### src/rtl/cacheline_arbiter.sv
// Round-robin arbiter sharing one pmem cacheline port between I$ and D$.
// Ports: i_* / d_* requester sides, pmem_* lower level, clk, rst (async low).
module cacheline_arbiter #(
  parameter int LINE_W = 256,
  parameter int ADDR_W = 32
) (
  input  logic              clk,
  input  logic              rst,
  input  logic              i_read,
  input  logic [ADDR_W-1:0] i_addr,
  output logic [LINE_W-1:0] i_rdata,
  output logic              i_resp,
  input  logic              d_read,
  input  logic              d_write,
  input  logic [ADDR_W-1:0] d_addr,
  input  logic [LINE_W-1:0] d_wdata,
  output logic [LINE_W-1:0] d_rdata,
  output logic              d_resp,
  output logic              pmem_read,
  output logic              pmem_write,
  output logic [ADDR_W-1:0] pmem_addr,
  output logic [LINE_W-1:0] pmem_wdata,
  input  logic [LINE_W-1:0] pmem_rdata,
  input  logic              pmem_resp
);

  typedef enum logic [1:0] {
    IDLE,
    BUSY_I,
    BUSY_D
  } state_t;

  state_t            state_q;
  state_t            state_d;
  logic              last_d_q;
  logic              wr_q;
  logic [ADDR_W-1:0] addr_q;
  logic [LINE_W-1:0] wdata_q;

  logic i_req;
  logic d_req;
  logic pick_i;
  logic pick_d;
  logic busy;

  assign i_req = i_read;
  assign d_req = d_read | d_write;

  // D wins a tie unless it was the last side served.
  assign pick_d = (state_q == IDLE) & d_req
                & (~i_req | ~last_d_q);
  assign pick_i = (state_q == IDLE) & i_req & ~pick_d;

  always_comb begin
    state_d = state_q;
    unique case (state_q)
      IDLE: begin
        unique case (1'b1)
          pick_d:  state_d = BUSY_D;
          pick_i:  state_d = BUSY_I;
          default: state_d = IDLE;
        endcase
      end
      BUSY_I, BUSY_D: begin
        if (pmem_resp) state_d = IDLE;
      end
      default: state_d = IDLE;
    endcase
  end

  always_ff @(posedge clk or negedge rst) begin
    if (!rst) begin
      state_q  <= IDLE;
      last_d_q <= 1'b0;
      wr_q     <= 1'b0;
      addr_q   <= '0;
      wdata_q  <= '0;
    end else begin
      state_q <= state_d;
      if (pick_d) begin
        last_d_q <= 1'b1;
        wr_q     <= d_write;
        addr_q   <= d_addr;
        wdata_q  <= d_wdata;
      end else if (pick_i) begin
        last_d_q <= 1'b0;
        wr_q     <= 1'b0;
        addr_q   <= i_addr;
      end
    end
  end

  assign busy       = (state_q != IDLE);
  assign pmem_read  = busy & ~wr_q;
  assign pmem_write = busy & wr_q;
  assign pmem_addr  = addr_q;
  assign pmem_wdata = wdata_q;

  assign i_resp  = (state_q == BUSY_I) & pmem_resp;
  assign d_resp  = (state_q == BUSY_D) & pmem_resp;
  assign i_rdata = pmem_rdata;
  assign d_rdata = pmem_rdata;

endmodule

### config.mk
export PLATFORM = sky130hd
export DESIGN_NAME = cacheline_arbiter
export DESIGN_NICKNAME = d
export VERILOG_FILES = /design/src/rtl/cacheline_arbiter.sv
export SDC_FILE = /design/constraint.sdc
export NUM_CORES = 1
export LEC_CHECK = 0
export ABC_AREA = 1
export BUFFER_PORTS_ARGS = -buffer_cell sky130_fd_sc_hd__buf_2
export CORE_AREA = 2 2 532 534
export CTS_BUF_LIST = sky130_fd_sc_hd__clkbuf_2
export DETAILED_ROUTE_END_ITERATION = 10
export DIE_AREA = 0 0 534 536
export GPL_ROUTABILITY_DRIVEN = 1
export PLACE_DENSITY_LB_ADDON = 0.25
export SLEW_MARGIN = 15
export SYNTH_ARGS = -nofsm -noshare
export SYNTH_HDL_FRONTEND = slang
export SYNTH_SLANG_ARGS = --single-unit
### constraint.sdc
create_clock -name clk -period 1.45 [get_ports clk]
set_input_delay 0.29 -clock clk [delete_from_list [all_inputs] [get_ports clk]]
set_output_delay 0.29 -clock clk [all_outputs]
set_load 0.005 [all_outputs]
# After elaboration in Yosys (flattened, before gate mapping)
# Cells that the tools add are included.
classes:
  eq_ne: 3
  muxes: 8
  bitwise: 14
  n_reduce_logical: 4
ops:
  columns: ["op", "count"]
  rows:
  - ["2-to-1 mux 32 bit", 2]
  - ["bitwise AND 1 bit", 8]
  - ["case mux 2 bit (2 select lines)", 2]
  - ["NOT 1 bit", 4]
  - ["nonzero test 2 bit", 2]
  - ["2-to-1 mux 1 bit", 3]
  - ["equality test 2 x 1 -> 1 bit, second input constant", 1]
  - ["equality test 2 bit, second input constant", 1]
  - ["zero test 2 bit", 1]
  - ["2-to-1 mux 2 bit", 1]
  - ["!= test 2 bit, second input constant", 1]
  - ["OR 1 bit", 2]
  - ["OR reduction 2 bit", 1]
totals:
  elab_cells: 34
  reg_bits: 292
  out_inout_bits: 804
  inputBits: 582

# Depth between registers and ports, before layout
logic_depth:
  word_depth: 7
  depth_mapped: 9
  depth_no_buf: 7

# Worst setup path after synthesis
# Ideal clock, no wire load.
synth_timing:
  path_kind: "register to register"
  startpoint: "reg state_q[0]"
  endpoint: "reg addr_q[5] (netlist: pmem_addr[5])"
  setup_slack_ps: 33
  path_buffers: 3
  required_ps: 1332
  period_less_slack_ps: 1417
  path_stages_with_launch: 10
  setup_time_ps: 118
  arrival_time_ps: 1300
  path_cell_list: "dfrtp_1 > inv_1 > ha_1 > buf_4 > nand3_2 > buf_4 > buf_2 > nand2_1 > nand3_1 > nand2_1"
synth_via:
  elab_chain_len: 6
  word_cells_on_any_way: 8
  cone_classes: "mux: 1; bitwise: 5; reduce/logical: 2"
synth_rtl:
  columns: ["element", "line", "rtl"]
  rows:
  - ["start: declaration", "33", "state_t state_q;"]
  - ["start signal: assignment", "79", "state_q <= state_d;"]
  - ["zero test 2 bit *", "50, 52", null]
  - ["bitwise AND 1 bit", "50", "assign pick_d = (state_q == IDLE) & d_req"]
  - ["bitwise AND 1 bit", "51", "& (~i_req | ~last_d_q);"]
  - ["NOT 1 bit", "52", "assign pick_i = (state_q == IDLE) & i_req & ~pick_d;"]
  - ["bitwise AND 1 bit", "52", null]
  - ["nonzero test 2 bit (no line)", null, null]
  - ["end signal: assignment", "83", "addr_q <= d_addr;"]
  - ["end signal: assignment", "88", "addr_q <= i_addr;"]
  - ["end: declaration", "37", "logic [ADDR_W-1:0] addr_q;"]
# Every way passes the cells marked *; elsewhere a longest branch is shown, timed or not.
# A chain may end at the register's enable or synchronous reset.

# Worst setup path in the final report
layout_timing:
  startpoint: "reg state_q[0]"
  endpoint: "out pmem_read"
layout_via:
  elab_chain_len: 2
layout_rtl:
  columns: ["element", "line", "rtl"]
  rows:
  - ["nonzero test 2 bit", "93", "assign busy = (state_q != IDLE);"]
  - ["bitwise AND 1 bit", "94", "assign pmem_read = busy & ~wr_q;"]
  - ["end: declaration", "19", "output logic pmem_read,"]
# No other way between the ends.

==> flow_metrics.tcl <==
set metrics [dict create \
    maxSlewHeadroom_pct 54.9 \
    layout_setup_ws_ns -1.16 \
    initial_utilization_pct 5.58 \
    first_pass_iters 7 \
    clkSinkCount 292 \
    drt-total-wl_mm 177 \
    synth_area_leaders "dfrtp_1, buf_4, nand2_1" \
    cts_tree "built" \
    slowest_delay_ns 0.37 \
    antenna_found_initial 64 \
    area_growth_pct 110 \
    routed-via-count 17600 \
    portBuffers 617 \
    worstMarginPinSlew_ns 0.676 \
    switching_share_pct 44.4 \
    grt_max_degree 46 \
    grt_pass1_wl_mm 215 \
    power.switching_w 0.0260 \
    cp.arrival_ns 2.32 \
    synth-async-reset-ratio_pct 100 \
    holdWs_ns 0.279 \
    crit_fanout 4 \
    post-route-min-period_ns 2.61 \
    finClkSkew_ns 0.0861 \
    htreeDepth 3 \
    cts_root_buf "clkbuf_2" \
    powerDensity_nw_per_um2 1780 \
    timing.setup.tns_ns -344.10 \
    layout.nets 3651 \
    worstPathCellList "inv_2 -> ha_4 -> buf_12 -> nor2_4 -> buf_12" \
    r2r-end "pmem_wdata[128]$_DFFE_PN0N_" \
    via_per_inst 2.55 \
    min_period_over_period_pct 180 \
    slowest_stage "dfrtp_1" \
    insertion_delay_ns 1.30 \
    fmax_ghz 0.383 \
    netlist.area_leader.share_pct 46.6 \
    place_congestion 0.804 \
    syn_nets 2491 \
    ys_types 17 \
    timing.reg2reg.worst_path_depth 13 \
    final_layout_size_suffix_gt1_share_pct 36.6 \
    fp.dieW_um 534 \
    internal_power_w 0.0326 \
    hpwlAfterDp_mm 146 \
    clock_tree.buffer_depth 3 \
    yosys_most_used_dff "dfrtp_1" \
    p_clk_share_pct 12.4 \
    crit_type "flip-flop to primary output" \
    p_seq_share_pct 25.8 \
    place_ws_ns -0.331 \
    ys_ff_latch 292 \
    wl_per_cell_um 25.6 \
    synth_area_per_cell_um2 8.22 \
    drv_cap 0 \
    numCtsBuffers 94 \
    hold_path_end "pmem_wdata[151]$_DFFE_PN0N_" \
    dieArea_um2 286000 \
    core_area_um2 281000 \
    io_pins 1386 \
    worstSetupStartpoint "state_q[0]$_DFFE_PN0P_" \
    drtIter0Drc 827 \
    syn-instance-count 1906 \
    hold_viol 0 \
    synth_top_area_cell "dfrtp_1" \
    pwr-share-comb_pct 61.7 \
    whs_path_depth 5 \
    die_h_um 536 \
    synth_edf_count 0 \
    fp-row-count 195 \
    grt_setup_unrepaired "true" \
    cpMostUsedCell "buf_12" \
    ir_worst_vdd_mv 0.938 \
    worstHoldStart "d_wdata[151]" \
    ys_top_cells_by_count "nand2_1, buf_4, dfrtp_1" \
    hold_path_class "input pin to flip-flop" \
    crit_path_end_kind "primary output" \
    r2r_slack_ns -0.63 \
    r2r_start "state_q[0]$_DFFE_PN0P_" \
    grt_usage_pct 11.8 \
    cts.reportedPaths.clkPinSlew_ns 0.11 \
    drv_slew 0 \
    cp-start-kind "flip-flop" \
    ant_nets 0 \
    violations "negative setup slack" \
    yosysMostFrequentCell "nand2_1" \
    ys_seq_area_share_pct 46.6 \
    yosysWarnings 0 \
    drc 0 \
    crit_required_ns 1.16 \
    grt-ovfl-total 0 \
    status "complete, but fails checks" \
    finalSetupViolations 582 \
    grt_pass1_vias 18600 \
    syn-cell-area_um2 15700 \
    leakage_nw 15.6 \
]
-- power by group through the flow --
stage	Sequential, W	Combinational (W)	Clock [W]
floorplan	0.0146	0.00858	0
global placement	0.0147	0.0234	0
detailed placement	0.0146	0.0234	0
CTS	0.0152	0.0346	0.00787
global route	0.0156	0.0397	0.00821
finish	0.0152	0.0362	0.00729
-- worst max-delay path: cells and delay by family (launching register included) --
family / cells / cell delay, ns
buffers and inverters: 3 / 0.34
adder cells (fa/ha/maj): 1 / 0.16
flip-flops: 1 / 0.37
AND/OR/NAND/NOR: 1 / 0.13
-- worst max path at each step --
stage / endpoint / slack (ns) / cells after the start
floorplan: pmem_addr[5]$_DFFE_PN0P_ / 0.03 / 9
global placement: pmem_wdata[81]$_DFFE_PN0N_ / -0.35 / 9
detailed placement: pmem_wdata[89]$_DFFE_PN0N_ / -0.33 / 9
CTS: pmem_read / -1.50 / 5
global route: pmem_read / -1.47 / 5
finish: pmem_read / -1.16 / 5
-- metrics by stage --
step	std cells	area, um2	utilization [%]	total power, W
4_1_cts	6809	31700	11.3	0.0576
3_5_place_dp	5772	20200	7.20	0.0380
6_report	6904	32900	11.7	0.0587
2_1_floorplan	1906	15700	-	0.0232
3_3_place_gp	5772	20200	7.20	0.0381
5_1_grt	6902	32900	11.7	0.0635
-- metal layers --
layer / up-vias / routed length (um) / track usage [%]
met1: 8002 / 48300 / 9.12
met3: 375 / 41600 / 12.9
li1: 7673 / - / -
met4: 26 / 6510 / 4.11
met2: 1506 / 80000 / 18.9
met5: - / 609 / 1.43
-- sequential cells by signal, summed over array words and instances (netlist names) --
| name | cells |
|---|---|
| state_q | 2 |
| pmem_wdata | 256 |
| wr_q | 1 |
| pmem_addr | 32 |
| last_d_q | 1 |
-- cell families (layout without fill, tap and decap cells) --
kind of cell               after synthesis  after routing  synth area share [%]
and+or+nand+nor                        943            943                  23.7
other                                    0             20                     0
DFF                                    292            292                  46.6
AOI/OAI and AO/OA                        3              3                 0.120
adders and majority gates                3              3                 0.240
buffers and inverters                  665           1900                  29.3
-- placed cells by master (no fill, tap or decap) --
cell,n
nand2_4,27
dfrtp_1,289
buf_12,46
o21a_1,1
clkinv_16,1
buf_4,170
clkinv_2,10
clkbuf_16,9
o22ai_1,1
nand2_1,769
buf_2,433
diode_2,20
inv_1,68
nor2_4,2
nand2_8,1
nor2_1,1
buf_6,199
ha_2,1
nand3_4,2
clkinv_1,22
nand3_1,54
buf_8,12
nand4_1,32
dfrtp_2,3
o21ai_0,1
buf_16,23
ha_4,2
bufbuf_16,10
dlygate4sd3_1,752
nand2_2,45
nand3_2,10
clkbuf_2,135
inv_16,1
inv_2,9
-- cell type report --
cell class / count / area [um2]
clock inverters: 36 / 148
inverters: 74 / 304
fillers: 32300 / 248000
flip-flops and latches: 292 / 7310
multi-input cells: 949 / 4210
repair buffers: 1654 / 15500
clock buffers: 135 / 676
well taps: 3743 / 4680
diodes: 20 / 50.0
repair inverters: 1 / 20.0
-- repair_timing --
item | in CTS | in global routing
buffers inserted | 83 | 70
endpoints found under the hold margin | 584 | 0
cloned | 30 | 10
hold buffers | 753 | 0
pin swaps | 5 | 11
endpoints found under the setup margin | 583 | 583
resized for setup | 464 | 114
No activity file was read; power rests on OpenSTA's default activity.
